## src/rtl/midi_pkg.sv

```systemverilog
// Shared MIDI constants, state type and status-class helpers.
// Used by midi_out and midi_out_byte.
package midi_pkg;

    localparam int          MIDI_BAUD_CNT      = 3200;
    localparam logic [7:0]  MIDI_STATUS_MSB    = 8'h80;
    localparam logic [7:0]  MIDI_SYSCOM_BASE   = 8'hF0;
    localparam logic [7:0]  MIDI_REALTIME_BASE = 8'hF8;

    typedef enum logic [1:0] {
        IDLE,
        START,
        DATA,
        STOP
    } midi_out_state_t;

    // Channel voice/mode status: 0x80..0xEF
    function automatic logic is_voice(input logic [7:0] s);
        return (s >= MIDI_STATUS_MSB) && (s < MIDI_SYSCOM_BASE);
    endfunction

    // System common status: 0xF0..0xF7
    function automatic logic is_syscom(input logic [7:0] s);
        return (s >= MIDI_SYSCOM_BASE) && (s < MIDI_REALTIME_BASE);
    endfunction

endpackage

```

## src/rtl/midi_out_byte.sv

```systemverilog
// One-byte MIDI framer: baud counter plus LSB-first shifter.
// bit_idx: 0 = start, 1..8 = data, 9 = stop. BAUD_CNT must be >= 2.
module midi_out_byte
    import midi_pkg::*;
#(
    parameter int BAUD_CNT = MIDI_BAUD_CNT
) (
    input  logic       clk,
    input  logic       rst,
    input  logic       start,
    input  logic [7:0] din,
    output logic       busy,
    output logic       tx_bit,
    output logic       bit_end,
    output logic [3:0] bit_idx,
    output logic       done
);

    localparam int             CW      = $clog2(BAUD_CNT);
    localparam logic [CW-1:0]  CNT_MAX = CW'(BAUD_CNT - 1);

    logic [CW-1:0] cnt_q, cnt_d;
    logic [3:0]    idx_q, idx_d;
    logic [7:0]    shift_q, shift_d;
    logic          busy_q, busy_d;

    assign bit_end = busy_q && (cnt_q == CNT_MAX);
    assign done    = bit_end && (idx_q == 4'd9);
    assign busy    = busy_q;
    assign tx_bit  = shift_q[0];
    assign bit_idx = idx_q;

    // Next-state: start loads a byte; counter runs only while busy
    always_comb begin
        cnt_d   = cnt_q;
        idx_d   = idx_q;
        shift_d = shift_q;
        busy_d  = busy_q;
        if (start) begin
            busy_d  = 1'b1;
            cnt_d   = '0;
            idx_d   = 4'd0;
            shift_d = din;
        end else if (busy_q) begin
            if (bit_end) begin
                cnt_d = '0;
                idx_d = idx_q + 4'd1;
                if (idx_q != 4'd0)
                    shift_d = {1'b0, shift_q[7:1]};
                if (done) begin
                    busy_d = 1'b0;
                    idx_d  = 4'd0;
                end
            end else begin
                cnt_d = cnt_q + 1'b1;
            end
        end
    end

    // Framer registers
    always_ff @(posedge clk or negedge rst) begin
        if (!rst) begin
            cnt_q   <= '0;
            idx_q   <= 4'd0;
            shift_q <= 8'h00;
            busy_q  <= 1'b0;
        end else begin
            cnt_q   <= cnt_d;
            idx_q   <= idx_d;
            shift_q <= shift_d;
            busy_q  <= busy_d;
        end
    end

endmodule

```

## src/rtl/midi_out.sv

```systemverilog
// MIDI message transmitter: sequences up to 3 bytes through midi_out_byte.
// Optional running-status suppression: MIDI_OUT_RUNNING_STATUS_EN.
module midi_out
    import midi_pkg::*;
#(
    parameter int BAUD_CNT = MIDI_BAUD_CNT
) (
    input  logic       clk,
    input  logic       rst,
    input  logic       send_valid,
    output logic       send_ready,
    input  logic [7:0] status_out,
    input  logic [7:0] data1_out,
    input  logic [7:0] data2_out,
    input  logic [1:0] bytes_cnt_out,
    output logic       midi_tx,
    output logic       tx_done
);

    midi_out_state_t state_q, state_d;
    logic [15:0]     msg_q, msg_d;
    logic [1:0]      left_q, left_d;
    logic            tx_done_q, tx_done_d;

    logic            byte_start;
    logic [7:0]      byte_din;
    logic            byte_busy;
    logic            byte_bit;
    logic            byte_bit_end;
    logic [3:0]      byte_idx;
    logic            byte_done;
    logic            supp;

    midi_out_byte #(
        .BAUD_CNT (BAUD_CNT)
    ) u_byte (
        .clk     (clk),
        .rst     (rst),
        .start   (byte_start),
        .din     (byte_din),
        .busy    (byte_busy),
        .tx_bit  (byte_bit),
        .bit_end (byte_bit_end),
        .bit_idx (byte_idx),
        .done    (byte_done)
    );

`ifdef MIDI_OUT_RUNNING_STATUS_EN
    logic [7:0] last_q, last_d;

    assign supp = (status_out == last_q) && is_voice(status_out)
                  && (bytes_cnt_out >= 2'd2);

    // Track last voice status; system common clears, realtime keeps
    always_comb begin
        last_d = last_q;
        if ((state_q == IDLE) && send_valid && (bytes_cnt_out != 2'd0)) begin
            if (is_voice(status_out))
                last_d = status_out;
            else if (is_syscom(status_out))
                last_d = 8'h00;
        end
    end

    // Last-status register
    always_ff @(posedge clk or negedge rst) begin
        if (!rst) last_q <= 8'h00;
        else      last_q <= last_d;
    end
`else
    assign supp = 1'b0;
`endif

    assign send_ready = (state_q == IDLE);
    assign tx_done    = tx_done_q;

    // Line level decoded from state and current shifter bit
    always_comb begin
        unique case (state_q)
            START:   midi_tx = 1'b0;
            DATA:    midi_tx = byte_bit | ~byte_busy;
            default: midi_tx = 1'b1;
        endcase
    end

    // Message sequencer: acceptance, byte chaining, completion
    always_comb begin
        state_d    = state_q;
        msg_d      = msg_q;
        left_d     = left_q;
        tx_done_d  = 1'b0;
        byte_start = 1'b0;
        byte_din   = msg_q[7:0];
        unique case (state_q)
            IDLE: begin
                if (send_valid) begin
                    if (bytes_cnt_out == 2'd0) begin
                        tx_done_d = 1'b1;
                    end else begin
                        byte_start = 1'b1;
                        state_d    = START;
                        if (supp) begin
                            byte_din = data1_out;
                            msg_d    = {8'h00, data2_out};
                            left_d   = bytes_cnt_out - 2'd2;
                        end else begin
                            byte_din = status_out;
                            msg_d    = {data2_out, data1_out};
                            left_d   = bytes_cnt_out - 2'd1;
                        end
                    end
                end
            end
            START: begin
                if (byte_bit_end)
                    state_d = DATA;
            end
            DATA: begin
                if (byte_bit_end && (byte_idx == 4'd8))
                    state_d = STOP;
            end
            STOP: begin
                if (byte_done) begin
                    if (left_q != 2'd0) begin
                        byte_start = 1'b1;
                        msg_d      = {8'h00, msg_q[15:8]};
                        left_d     = left_q - 2'd1;
                        state_d    = START;
                    end else begin
                        tx_done_d  = 1'b1;
                        state_d    = IDLE;
                    end
                end
            end
            default: state_d = IDLE;
        endcase
    end

    // Sequencer registers
    always_ff @(posedge clk or negedge rst) begin
        if (!rst) begin
            state_q   <= IDLE;
            msg_q     <= 16'h0000;
            left_q    <= 2'd0;
            tx_done_q <= 1'b0;
        end else begin
            state_q   <= state_d;
            msg_q     <= msg_d;
            left_q    <= left_d;
            tx_done_q <= tx_done_d;
        end
    end

endmodule

```

## config.mk

```make
export PLATFORM = sky130hd
export DESIGN_NAME = midi_out
export DESIGN_NICKNAME = d
export VERILOG_FILES = /design/src/rtl/midi_pkg.sv /design/src/rtl/midi_out_byte.sv /design/src/rtl/midi_out.sv
export SDC_FILE = /design/constraint.sdc
export NUM_CORES = 1
export LEC_CHECK = 0
export CAP_MARGIN = 20
export CELL_PAD_IN_SITES_DETAIL_PLACEMENT = 0
export CELL_PAD_IN_SITES_GLOBAL_PLACEMENT = 1
export CORE_ASPECT_RATIO = 0.75
export CORE_MARGIN = 10
export CORE_UTILIZATION = 45
export CTS_CLUSTER_DIAMETER = 200
export DETAILED_ROUTE_END_ITERATION = 7
export GPL_TIMING_DRIVEN = 0
export PLACE_DENSITY_LB_ADDON = 0.12
export SETUP_SLACK_MARGIN = 0.1
export SYNTH_ARGS = -nofsm -noshare
export SYNTH_HDL_FRONTEND = slang
export SYNTH_SLANG_ARGS = --single-unit
```

## constraint.sdc

```tcl
create_clock -name clk -period 5.9 [get_ports clk]
set_input_delay 0.885 -clock clk [delete_from_list [all_inputs] [get_ports clk]]
set_output_delay 0.885 -clock clk [all_outputs]
set_load 0.02 [all_outputs]
```

Word-level counts from Yosys, hierarchy flattened
Index checks and enable logic that the tools add are counted.

Bits in registers: 46. Latch bits: 0. Memory bits (writable): 0. ROM bits: 0. Output and inout port bits: 3. Logic and storage cells: 87. Memories: 0.

Add/sub/neg operators: 4. Multipliers: 0. Divide/modulo/power cells: 0. Order comparisons: 0. Eq/ne operators: 12. Shift operators: 0. Multiplexer cells: 46. Bitwise logic cells: 2. Reductions and logical operators: 15.

Operators with widths (count): $mux 16 (4); $mux 8 (7); $mux 12 (3); $pmux 16 s2 (1); $mux 2 (9); $mux 4 (4); $mux 1 (13); $add 12x1->12 const B (1); $eq 12x12->1 const B (1); $ne 2x2->1 const B (6); $reduce_and 5->1 (2); $reduce_bool 2->1 (5); $eq 4x4->1 const B (2); $pmux 2 s4 (1); $pmux 1 s2 (3); $add 4x1->4 const B (1); $eq 2x2->1 const B (2); $logic_not 2->1 (2); $pmux 2 s2 (1); $reduce_bool 4->1 (1); $sub 2x1->2 const B (2); $logic_and 1x1->1 (3); $reduce_and 3->1 (1); $eq 2x1->1 const B (1); 3 further kinds (3).

Depth between registers and ports, before layout
Depth after elaboration: 7. Gate-level depth with buffers: 8. Mapped depth without buffers: 7.

Modules after synthesis
A second synthesis with hierarchy kept.

Cell total of the unflattened synthesis: 254. Area, all modules: 2522.4 um^2.

Modules (own cells, without submodules): midi_out_byte (times used 1, cells an instance 136, area each 1298.7 um^2, sequential area each 625.6 um^2); midi_out (times used 1, cells an instance 118, area each 1223.7 um^2, sequential area each 525.5 um^2).

Worst setup path after synthesis
OpenSTA, ideal clock, no wires.

Kind: flip-flop to flip-flop. Start: reg state_q[0]. End: reg u_byte.shift_q[2]. Library setup time: 79 ps. Arrival time: 2015 ps. Required time: 5821 ps. Path slack: 3806 ps. Cell stages (with the launch flop): 9. Path buffers: 3. Path through: dfrtp_1 inv_1 ha_1 buf_2 o211ai_1 buf_2 a21oi_2 buf_4 mux2i_1.

Word-level cells in the longest chain between the ends: 4. Elaborated cells on any way between the ends: 9. Those cells by class: eq/ne: 1; mux: 3; reduce/logical: 5.

RTL lines: from (decl) (line midi_out.sv:20) `midi_out_state_t state_q, state_d;`; from (signal assigned) (line midi_out.sv:147) `state_q <= state_d;`; $logic_not 2->1 (*); net send_ready (line midi_out.sv:11) `output logic send_ready,`; $pmux 1 s2 (line midi_out.sv:94) `unique case (state_q)`; $reduce_bool 2->1 (no source line); $reduce_and 3->1 (no source line); to (signal assigned) (line midi_out_byte.sv:70) `shift_q <= shift_d;`; to (decl) (line midi_out_byte.sv:24) `logic [7:0] shift_q, shift_d;`.

The timed path passes the listed nets; every way through them passes the cells marked *. A chain may end at the register's enable or synchronous reset.

Final worst setup path
Start: reg state_q[0]. End: out midi_tx.

Word-level cells in the longest chain between the ends: 2. Elaborated cells on any way between the ends: 3. Those cells by class: eq/ne: 2; mux: 1.

RTL lines: $eq 2x2->1 or $eq 2x1->1 (tied branches) (line midi_out.sv:79) `unique case (state_q)`; $pmux 1 s2 (*) (line midi_out.sv:79); to (decl) (line midi_out.sv:16) `output logic midi_tx,`.

Mark *: on every way between the ends. The rest lies on a longest branch, timed or not.

==> summary.txt <==
Floorplan
  • Core area: 0.00538 mm²
  • Die X: 106 µm
  • Die Area: 0.00899 mm²
  • Initial Util: 0.466
  • Floorplan row count: 23
  • IO Pins: 32
  • Die Y: 84.6 µm

Worst setup path
  • CP required: 5.02 ns
  • Critical Path Start Type: flop
  • Data arrival, critical path: 1.92 ns
  • Crit path max fanout: 5
  • Crit end category: output port
  • Critical path class: reg2out

Logic synthesis
  • Synth unique cells: 44
  • Most used DFF post-synth: dfrtp_1
  • Synth async-reset ratio: 1.00
  • Synth Warn #: 0
  • Syn nets: 277
  • Syn avg cell area: 10.4 µm²
  • FF+latch count, synth: 46
  • Mapped Area: 0.00251 mm²
  • Synth Instances: 240
  • EDFF count, synth: 0
  • Sequential-to-total area share from yosys stat: 0.459

Run status
  • Status: complete, no violations

Route
  • DRC viols: 0
  • Via density: 5.33
  • Total Routed Length: 5500 µm
  • DR iter-0 viols: 77
  • Vias after detailed routing: 1891
  • Routed len/inst: 15.5 µm
  • Number of routed nets with antenna violations: 0
  • Detailed-router iteration count before antenna repair: 5

Placed design
  • Post-DP HPWL: 4180 µm
  • Placed Instances: 347
  • Cell area after placement: 0.00293 mm²
  • GPL Wtd Cong: 0.786
  • # port buffers: 31
  • Pre-CTS setup slack: 2.99 ns

Timing
  • Worst Max-Slew Pin Slew: 1.03 ns
  • Fmax: 356 MHz
  • Final worst setup slack: 3.09 ns
  • Final worst-path cycle share: 0.476
  • Pins Over Slew Limit: 0
  • RSZ-0062 raised after global routing: no
  • Endpoints failing hold: 0
  • Slew margin rel.: 0.312
  • Final Setup Violations: 0
  • Final TNS setup: 0 ns
  • Final Critical Period: 2.81 ns
  • Fin Hold WS: 0.490 ns
  • Clk_skew: 0.00742 ns

Global routing
  • Global-route wire length before repair: 9290 µm
  • Total GRT Usage: 0.123
  • Number of global-route vias before repair: 1913
  • Grt ovf: 0
  • Initial antenna violation count: 0
  • Largest net degree at the start of global routing: 34

CTS
  • CTS tree: done
  • CTS buffer count: 5
  • Post-CTS Repair Setup Buffers: 0
  • Post-cts sizing count: 0
  • H-tree depth: 2
  • Clock root cell: clkbuf_8
  • Hold Buf Count CTS: 0
  • Clock-pin slew of the registers on the worst-case setup and hold paths: 0.09 ns
  • Clk buf depth: 2
  • CTS sink cnt: 46
  • Worst-Skew Late Latency: 0.30 ns

Power and ir drop
  • Clock share of power: 0.391
  • Leakage: 1.35 nW
  • Pint: 456 µW
  • Gate power share: 0.058
  • Flop pwr share: 0.552
  • Net Sw Frac: 0.211
  • Psw: 122 µW
  • Worst vdd ir: 0.103 mV
  • Total power: 579 µW
  • PD cells: 191 mW/mm²

Hold path
  • Hold crit path type: in2async

Cells and area
  • Final core utilization: 0.564
  • Design Area, Final: 0.00304 mm²
  • Diode count: 0
  • Finished Layout Cells: 355
  • Layout cells sized above 1: 0.0786
  • Layout net count: 316
  • Area Overhead vs Synth: 21.1%

Run
  • Max_cap viols: 0
[worst max-delay path, stage by stage (launching register included)]
cell,delay [ns]
dfrtp_1,0.42
inv_1,0.14
ha_1,0.26
inv_1,0.06
a21oi_1,0.13
clkdlybuf4s50_1,0.61
[kinds of logic (layout without fill, tap and decap cells)]
family,Yosys count,count (layout),share of synthesized area
mux,32,32,0.128
simple gates,78,78,0.172
buf+inv,19,59,0.0334
compound gates,48,48,0.136
flops,46,46,0.459
xor+xnor,9,9,0.0315
fa+ha+maj,8,8,0.0399
[synth_stat cells (2+ instances only)]
cell / count / area share
buf_4: 2 / 0.0060
nand4_2: 2 / 0.010
ha_1: 8 / 0.040
nor3_1: 2 / 0.0040
and4_1: 3 / 0.010
a21oi_1: 7 / 0.014
o21ai_0: 13 / 0.026
and2_1: 5 / 0.012
nor2b_1: 2 / 0.0050
a2111o_1: 3 / 0.013
nand4_1: 4 / 0.010
xor2_1: 9 / 0.031
inv_1: 9 / 0.013
o221ai_1: 2 / 0.0070
clkbuf_1: 4 / 0.0060
and4b_1: 2 / 0.0080
nor3b_1: 4 / 0.012
a22o_1: 8 / 0.028
mux2i_1: 31 / 0.12
o21a_1: 2 / 0.0060
a211oi_1: 2 / 0.0060
nand2_1: 19 / 0.028
buf_2: 4 / 0.0080
a21o_1: 2 / 0.0060
dfrtp_1: 46 / 0.46
and3_1: 4 / 0.010
nor2_1: 20 / 0.030
nand3_1: 5 / 0.010
[cells in the final DEF, fill, tap and decap left out, types with 9 or more instances in the layout]
cell,instances
clkdlybuf4s50_1,30
inv_1,9
nor2_1,20
xor2_1,9
o21ai_0,13
mux2i_1,31
nand2_1,19
dfrtp_1,46
[power groups by stage]
stage | Clock (mW) | Combinational, mW | Sequential [mW]
floorplan | 0 | 0.00534 | 0.325
global placement | 0 | 0.0327 | 0.326
finish | 0.226 | 0.0334 | 0.319
CTS | 0.230 | 0.0344 | 0.319
global route | 0.244 | 0.0371 | 0.320
detailed placement | 0 | 0.0342 | 0.326
[registers in the layout (all words and copies together), names as in the netlist]
register	count
tx_done	1
u_byte.shift_q	8
u_byte.cnt_q	12
u_byte.busy	1
left_q	2
u_byte.bit_idx	4
state_q	2
msg_q	16
[metal layers]
layer | up-vias | GRT usage | routed length [µm]
li1 | 946 | - | -
met1 | 901 | 0.188 | 2970
met2 | 38 | 0.166 | 2280
met3 | 6 | 0.0275 | 204
met4 | 0 | 0.0344 | 38
met5 | - | 0 | 0
[final timing paths]
check                                 from                 to  slack [ns]  depth (start not counted)
worst max-delay path            state_q[0]            midi_tx        3.09                          5
worst min-delay path                   rst    u_byte.cnt_q[7]        0.49                          1
worst max register to register  state_q[0]   u_byte.cnt_q[11]        3.49                          8
worst min register to register    msg_q[1]           msg_q[1]        0.49                          2
max in group asynchronous              rst  u_byte.shift_q[7]        4.91                          2
min in group clk                  msg_q[1]           msg_q[1]        0.49                          2
[final cells by class]
cell class / instances / area [µm²]
clock buffer: 8 / 110
sequential: 46 / 1150
fill: 491 / 2350
inverter: 9 / 33.8
buffer: 10 / 50.0
tap: 75 / 93.8
multi-input combinational: 175 / 1270
timing repair buffer: 32 / 325
Note: power is estimated with default switching activity, not from simulation.
